===== src/rtl/pwm_capture.sv =====
// PWM capture: measures period and high time of pwm_in, computes duty with an R+1 cycle restoring divider.
// Optional input deglitch filter enabled by defining PWM_CAPTURE_DEGLITCH_EN.
module pwm_capture #(
   parameter int R  = 8,
   parameter int CW = 32
) (
   input  logic          clk,
   input  logic          rst_n,
   input  logic          pwm_in,
   input  logic [CW-1:0] timeout,
   output logic [CW-1:0] period,
   output logic [CW-1:0] high_time,
   output logic [R:0]    duty,
   output logic          valid,
   output logic          busy,
   output logic          overrun,
   output logic          stuck_hi,
   output logic          stuck_lo
);

   typedef enum logic [1:0] {IDLE, MEASURE, DIVIDE} state_t;

   localparam int            DCW      = (R > 0) ? $clog2(R + 1) : 1;
   localparam logic [DCW-1:0] DIV_LAST = DCW'(R);
   localparam logic [CW-1:0]  CNT_MAX  = '1;
   localparam logic [R:0]     FULL     = {1'b1, {R{1'b0}}};

   state_t         state, state_n;
   logic           sync1, sync2, pwm_s, pwm_d, rise;
   logic [CW-1:0]  per_cnt, hi_cnt;
   logic [CW-1:0]  period_q, high_q;
   logic [CW:0]    rem, rem_nxt;
   logic [R-1:0]   quot;
   logic [DCW-1:0] div_cnt;
   logic           q_bit, div_last, per_hit, tmo_fire, tmo_pend;

   always_ff @(posedge clk or negedge rst_n) begin
      if (!rst_n) begin
         sync1 <= 1'b0;
         sync2 <= 1'b0;
      end else begin
         sync1 <= pwm_in;
         sync2 <= sync1;
      end
   end

`ifdef PWM_CAPTURE_DEGLITCH_EN
   logic [1:0] hist;
   logic       pwm_f;

   // pwm_s follows only once the synchronised input has agreed for 3 cycles
   always_ff @(posedge clk or negedge rst_n) begin
      if (!rst_n) begin
         hist  <= 2'b00;
         pwm_f <= 1'b0;
      end else begin
         hist  <= {hist[0], sync2};
         pwm_f <= pwm_s;
      end
   end

   always_comb begin
      pwm_s = pwm_f;
      if (sync2 & hist[0] & hist[1])
         pwm_s = 1'b1;
      else if (~sync2 & ~hist[0] & ~hist[1])
         pwm_s = 1'b0;
   end
`else
   assign pwm_s = sync2;
`endif

   always_ff @(posedge clk or negedge rst_n) begin
      if (!rst_n) pwm_d <= 1'b0;
      else        pwm_d <= pwm_s;
   end

   assign rise = pwm_s & ~pwm_d;

   always_ff @(posedge clk or negedge rst_n) begin
      if (!rst_n) begin
         per_cnt <= '0;
         hi_cnt  <= '0;
      end else if (rise) begin
         per_cnt <= CW'(1);
         hi_cnt  <= CW'(1);
      end else begin
         if (per_cnt != CNT_MAX)          per_cnt <= per_cnt + CW'(1);
         if (pwm_s && hi_cnt != CNT_MAX)  hi_cnt  <= hi_cnt + CW'(1);
      end
   end

   assign per_hit  = (timeout != '0) && (per_cnt == timeout);
   // A match seen while dividing is remembered and fires once back in MEASURE
   assign tmo_fire = (state != DIVIDE) && !rise && (per_hit || tmo_pend) && !stuck_hi && !stuck_lo;
   assign div_last = (state == DIVIDE) && (div_cnt == DIV_LAST);
   assign q_bit    = (rem >= {1'b0, period_q});
   assign rem_nxt  = q_bit ? (rem - {1'b0, period_q}) : rem;

   always_ff @(posedge clk or negedge rst_n) begin
      if (!rst_n) state <= IDLE;
      else        state <= state_n;
   end

   always_comb begin
      state_n = state;
      case (state)
         IDLE:    if (rise) state_n = MEASURE;
         MEASURE: if (rise) state_n = DIVIDE;
                  else if (tmo_fire) state_n = IDLE;
         DIVIDE:  if (div_last) state_n = MEASURE;
         default: state_n = IDLE;
      endcase
   end

   always_comb begin
      busy = (state == DIVIDE);
   end

   always_ff @(posedge clk or negedge rst_n) begin
      if (!rst_n) begin
         period    <= '0;
         high_time <= '0;
         duty      <= '0;
         valid     <= 1'b0;
         overrun   <= 1'b0;
         stuck_hi  <= 1'b0;
         stuck_lo  <= 1'b0;
         tmo_pend  <= 1'b0;
         period_q  <= '0;
         high_q    <= '0;
         rem       <= '0;
         quot      <= '0;
         div_cnt   <= '0;
      end else begin
         valid   <= 1'b0;
         overrun <= 1'b0;
         if (rise) begin
            stuck_hi <= 1'b0;
            stuck_lo <= 1'b0;
            tmo_pend <= 1'b0;
         end else if (state == DIVIDE && per_hit) begin
            tmo_pend <= 1'b1;
         end

         if (state == MEASURE && rise) begin
            period_q <= per_cnt;
            high_q   <= hi_cnt;
            rem      <= {1'b0, hi_cnt};
            quot     <= '0;
            div_cnt  <= '0;
         end

         if (state == DIVIDE) begin
            rem     <= rem_nxt << 1;
            quot    <= R'({quot, q_bit});
            div_cnt <= div_cnt + DCW'(1);
            if (rise) overrun <= 1'b1;
            if (div_last) begin
               period    <= period_q;
               high_time <= high_q;
               duty      <= (period_q == '0) ? '0 : {quot, q_bit};
               valid     <= 1'b1;
            end
         end

         if (tmo_fire) begin
            period    <= '0;
            high_time <= '0;
            duty      <= pwm_s ? FULL : '0;
            stuck_hi  <= pwm_s;
            stuck_lo  <= ~pwm_s;
            valid     <= 1'b1;
            tmo_pend  <= 1'b0;
         end
      end
   end

endmodule


===== config.mk =====
export PLATFORM = sky130hd
export DESIGN_NAME = pwm_capture
export DESIGN_NICKNAME = d
export VERILOG_FILES = /design/src/rtl/pwm_capture.sv
export SDC_FILE = /design/constraint.sdc
export NUM_CORES = 1
export LEC_CHECK = 0
export BUFFER_PORTS_ARGS = -buffer_cell sky130_fd_sc_hd__buf_2
export CAP_MARGIN = 10
export CORE_MARGIN = 2
export CORE_UTILIZATION = 45
export CTS_CLUSTER_SIZE = 12
export DETAILED_ROUTE_END_ITERATION = 8
export HOLD_SLACK_MARGIN = 0.05
export PLACE_DENSITY_LB_ADDON = 0.12
export SYNTH_ARGS = -nofsm -noshare
export SYNTH_HDL_FRONTEND = slang
export SYNTH_SLANG_ARGS = --single-unit

===== constraint.sdc =====
create_clock -name clk -period 6.3 [get_ports clk]
set_input_delay 0 -clock clk [delete_from_list [all_inputs] [get_ports clk]]
set_output_delay 0 -clock clk [all_outputs]
set_load 0.05 [all_outputs]

==> impl_metrics.py <==
metrics = {
    "synthesis": {
        "syn_avg_cell_area_um2": 9.11,
        "synth_warnings": 0,
        "synth_top_area_share_pct": 48.8,
        "seq_area_frac_synth_pct": 48.8,
        "ys_top_cells_by_count": "nand2_1 (302), dfrtp_1 (256), o21ai_0 (114)",
        "syn_inst": 1440,
        "yosysTopAreaCell": "dfrtp_1",
        "synth_area_um2": 13100,
        "ys_ff_latch": 256,
        "syn_nets": 1512,
        "synth-main-ff-cell": "dfrtp_1",
        "synthTopCellsByArea": "dfrtp_1 (49%), nand2_1 (8.6%), xor2_1 (5.2%), o21ai_0 (4.3%), ha_1 (3.4%)",
        "async_flop_share_pct": 100,
        "yosysMostFrequentCell": "nand2_1",
        "synth.distinct_cells": 63,
        "synth_edf_count": 0,
    },
    "finish": {
        "antenna_cells": 0,
        "fin_nets": 1592,
        "final_core_util_pct": 51.9,
        "area_delta_synth_final_pct": 13.5,
        "fillCellCount": 2755,
        "drive_above_1_share_pct": 12.3,
    },
    "die": {
        "initial_core_util_pct": 45.7,
        "core_um2": 28700,
        "die_y_um": 175,
        "rows": 62,
        "die_x_um": 175,
        "io-pin-count": 113,
        "die_area_um2": 30500,
    },
    "grt": {
        "first_global_vias": 10600,
        "grt_pass1_wl_um": 57400,
        "grt_start_max_net_pins": 160,
        "grt.overflow.total": 0,
        "antenna_found_initial": 0,
        "grt_usage_pct": 23.2,
    },
    "pwr": {
        "combPwrFrac_pct": 37.7,
        "power-per-cell-area_nw_per_um2": 395,
        "finalPower_mw": 5.89,
        "p_seq_share_pct": 34.2,
        "vdd.ir_drop.worst_uv": 237,
        "p_leak_nw": 7.06,
        "pwr-share-clk_pct": 28.2,
        "switching_share_pct": 37.1,
        "intPower_mw": 3.70,
        "p_switching_mw": 2.19,
    },
    "timing": {
        "relSlewSlack_pct": 28.0,
        "min_period_ps": 3810,
        "fin_crit_sh_pct": 60.5,
        "finalMaxSlewViolations": 0,
        "hold_viol": 0,
        "clock_skew_ps": 21.5,
        "fin_tns_setup_ps": 0,
        "rsz0062_at_grt": "no",
        "finalSetupViolCount": 0,
        "tightest_slew_ps": 1080,
        "clock.fmax_mhz": 263,
        "fin_ws_ps": 2490,
    },
    "clock_network": {
        "cts_buffer_depth": 3,
        "root_buffer": "clkbuf_16",
        "htreeDepth": 1,
        "path_clk_slew_ps": 60,
        "clkSinkCount": 256,
        "ctsResizeCount": 0,
        "tritoncts": "yes",
        "cts_buffers": 29,
        "clk_latency_ps": 550,
    },
    "critical_path": {
        "critPathMaxStageDelay_ps": 500,
        "crit_type": "register to register",
        "cpMaxStageDelayCell": "a311oi_2",
        "required_ps": 6730,
        "cp-end-kind": "register",
        "path_cells": "inv_1, ha_1, nand3_1, nor2_2, nand2_1, nor4_1, nand3_1, a311oi_2, or2_1, buf_4, o21ai_0, a32o_1",
        "worstPathMaxFanout": 27,
        "path_buf_inv": 2,
        "arrival_ps": 4240,
        "cp-start-kind": "register",
        "path_common_cell": "nand3_1",
        "crit_family": "simple AND/OR/NAND/NOR gates",
    },
    "routing": {
        "drc_errors": 0,
        "wirelength_um": 34900,
        "vias": 10700,
        "drt-vias-per-instance": 5.58,
        "drt_iter0_drc": 876,
        "dr.pass1.iters": 7,
        "wire_per_inst_um": 18.1,
        "antenna_left": 0,
    },
    "job": {
        "maxCapViolCount": 0,
    },
    "place": {
        "hpwl_um": 24300,
        "io_buffers": 112,
        "place.gp.congestion": 0.919,
        "place_ws_ps": 2620,
    },
    "hold_path": {
        "hp-class": "primary input to async pin",
    },
    "run_status": {
        "status": "complete, no violations",
    },
}
per-layer routing:
metal | wire length (µm) | part of all wire [%] | global-route usage [%] | vias to the layer above
li1 | - | - | - | 5158
met1 | 16700 | 48 | 33.4 | 5285
met2 | 16100 | 46 | 37.5 | 245
met3 | 1510 | 4.3 | 3.02 | 44
met4 | 633 | 1.8 | 5.28 | 0
met5 | 0 | 0 | 0 | -
path summary, 6_finish.rpt:
kind | from | endpoint | slack [ps] | cells after the start
setup / recovery | period_q[26] | rem[32] | 2490 | 12
hold / removal | rst_n | per_cnt[20] | 70 | 2
setup reg to reg | period_q[26] | rem[32] | 2490 | 12
hold reg to reg | sync1 | pwm_s | 360 | 0
max in group asynchronous | rst_n | hi_cnt[2] | 4890 | 3
min in group clk | pwm_in | sync1 | 90 | 2
registers in the layout, indices dropped and copies added, names as in the netlist, 2 cells and up:
| name | count |
|---|---|
| rem | 33 |
| hi_cnt | 32 |
| high_q | 32 |
| high_time | 32 |
| per_cnt | 32 |
| period | 32 |
| period_q | 32 |
| duty | 9 |
| quot | 8 |
| div_cnt | 4 |
| state | 2 |
power by group through the flow:
| stage | combinational, mW | clock (mW) | sequential (mW) |
|---|---|---|---|
| final | 2.22 | 1.66 | 2.01 |
| after CTS | 2.21 | 1.69 | 2.01 |
| after detailed placement | 2.19 | 0 | 2.04 |
| after global placement | 2.18 | 0 | 2.03 |
| after floorplan | 1.74 | 0 | 1.99 |
| after global routing | 2.48 | 1.76 | 2.03 |
cells by family after synthesis:
logic type / count (synthesis) / share of synthesized area (%)
AOI/OAI and AO/OA: 315 / 14.8
xor gates and xnor gates: 108 / 7.21
adders and majority gates: 37 / 3.59
buffers and inverters: 124 / 4.02
DFF: 256 / 48.8
muxes: 19 / 1.45
and+or+nand+nor: 581 / 20.1
timing repair:
item,CTS,global route
endpoints found under the hold margin,98,0
buffers inserted,0,0
endpoints found under the setup margin,0,0
hold buffers,2,0
placed cells by master, fill, tap and decap left out, drive strengths merged, types with 3 or more instances in the layout:
| master | synthesis | final |
|---|---|---|
| o21ai | 128 | 128 |
| a22oi | 15 | 15 |
| a21boi | 3 | 3 |
| a21o | 17 | 17 |
| a21oi | 59 | 59 |
| and2 | 4 | 4 |
| o31ai | 10 | 10 |
| and3 | 19 | 19 |
| o22ai | 33 | 33 |
| mux2i | 19 | 19 |
| clkbuf | 65 | 43 |
| nand2 | 302 | 302 |
| nor2b | 6 | 6 |
| ha | 36 | 36 |
| a211oi | 5 | 5 |
| nor3 | 10 | 10 |
| xor2 | 78 | 78 |
| clkinv | 0 | 3 |
| o21a | 3 | 3 |
| and4 | 9 | 9 |
| or2 | 4 | 4 |
| nand3 | 51 | 51 |
| buf | 11 | 123 |
| o211ai | 5 | 5 |
| nand2b | 7 | 7 |
| a22o | 10 | 10 |
| a31o | 3 | 3 |
| xnor2 | 30 | 30 |
| inv | 48 | 49 |
| nand4 | 23 | 23 |
| nor2 | 89 | 89 |
| a31oi | 5 | 5 |
| dfrtp | 256 | 256 |
| or3 | 21 | 21 |
| nor4 | 29 | 29 |
| o21bai | 7 | 7 |
through the flow:
step,hold slack [ps],cell area [µm²],instances
3_3_place_gp,82.2,13900,1871
5_1_grt,96.5,14900,1923
3_5_place_dp,81.9,13900,1871
4_1_cts,71.1,14900,1923
2_1_floorplan,-296,13100,1440
6_report,73.3,14900,1923
layout make-up:
class	instances	area [µm²]	area share [%]
clock buffer	43	838	5.63
clock inverter	7	91.3	0.613
inverter	48	180	1.21
multi-input combinational	1060	6210	41.7
sequential	256	6410	43.0
tap	384	480	3.23
timing repair buffer	125	686	4.60
(Power assumes the default switching activity.)
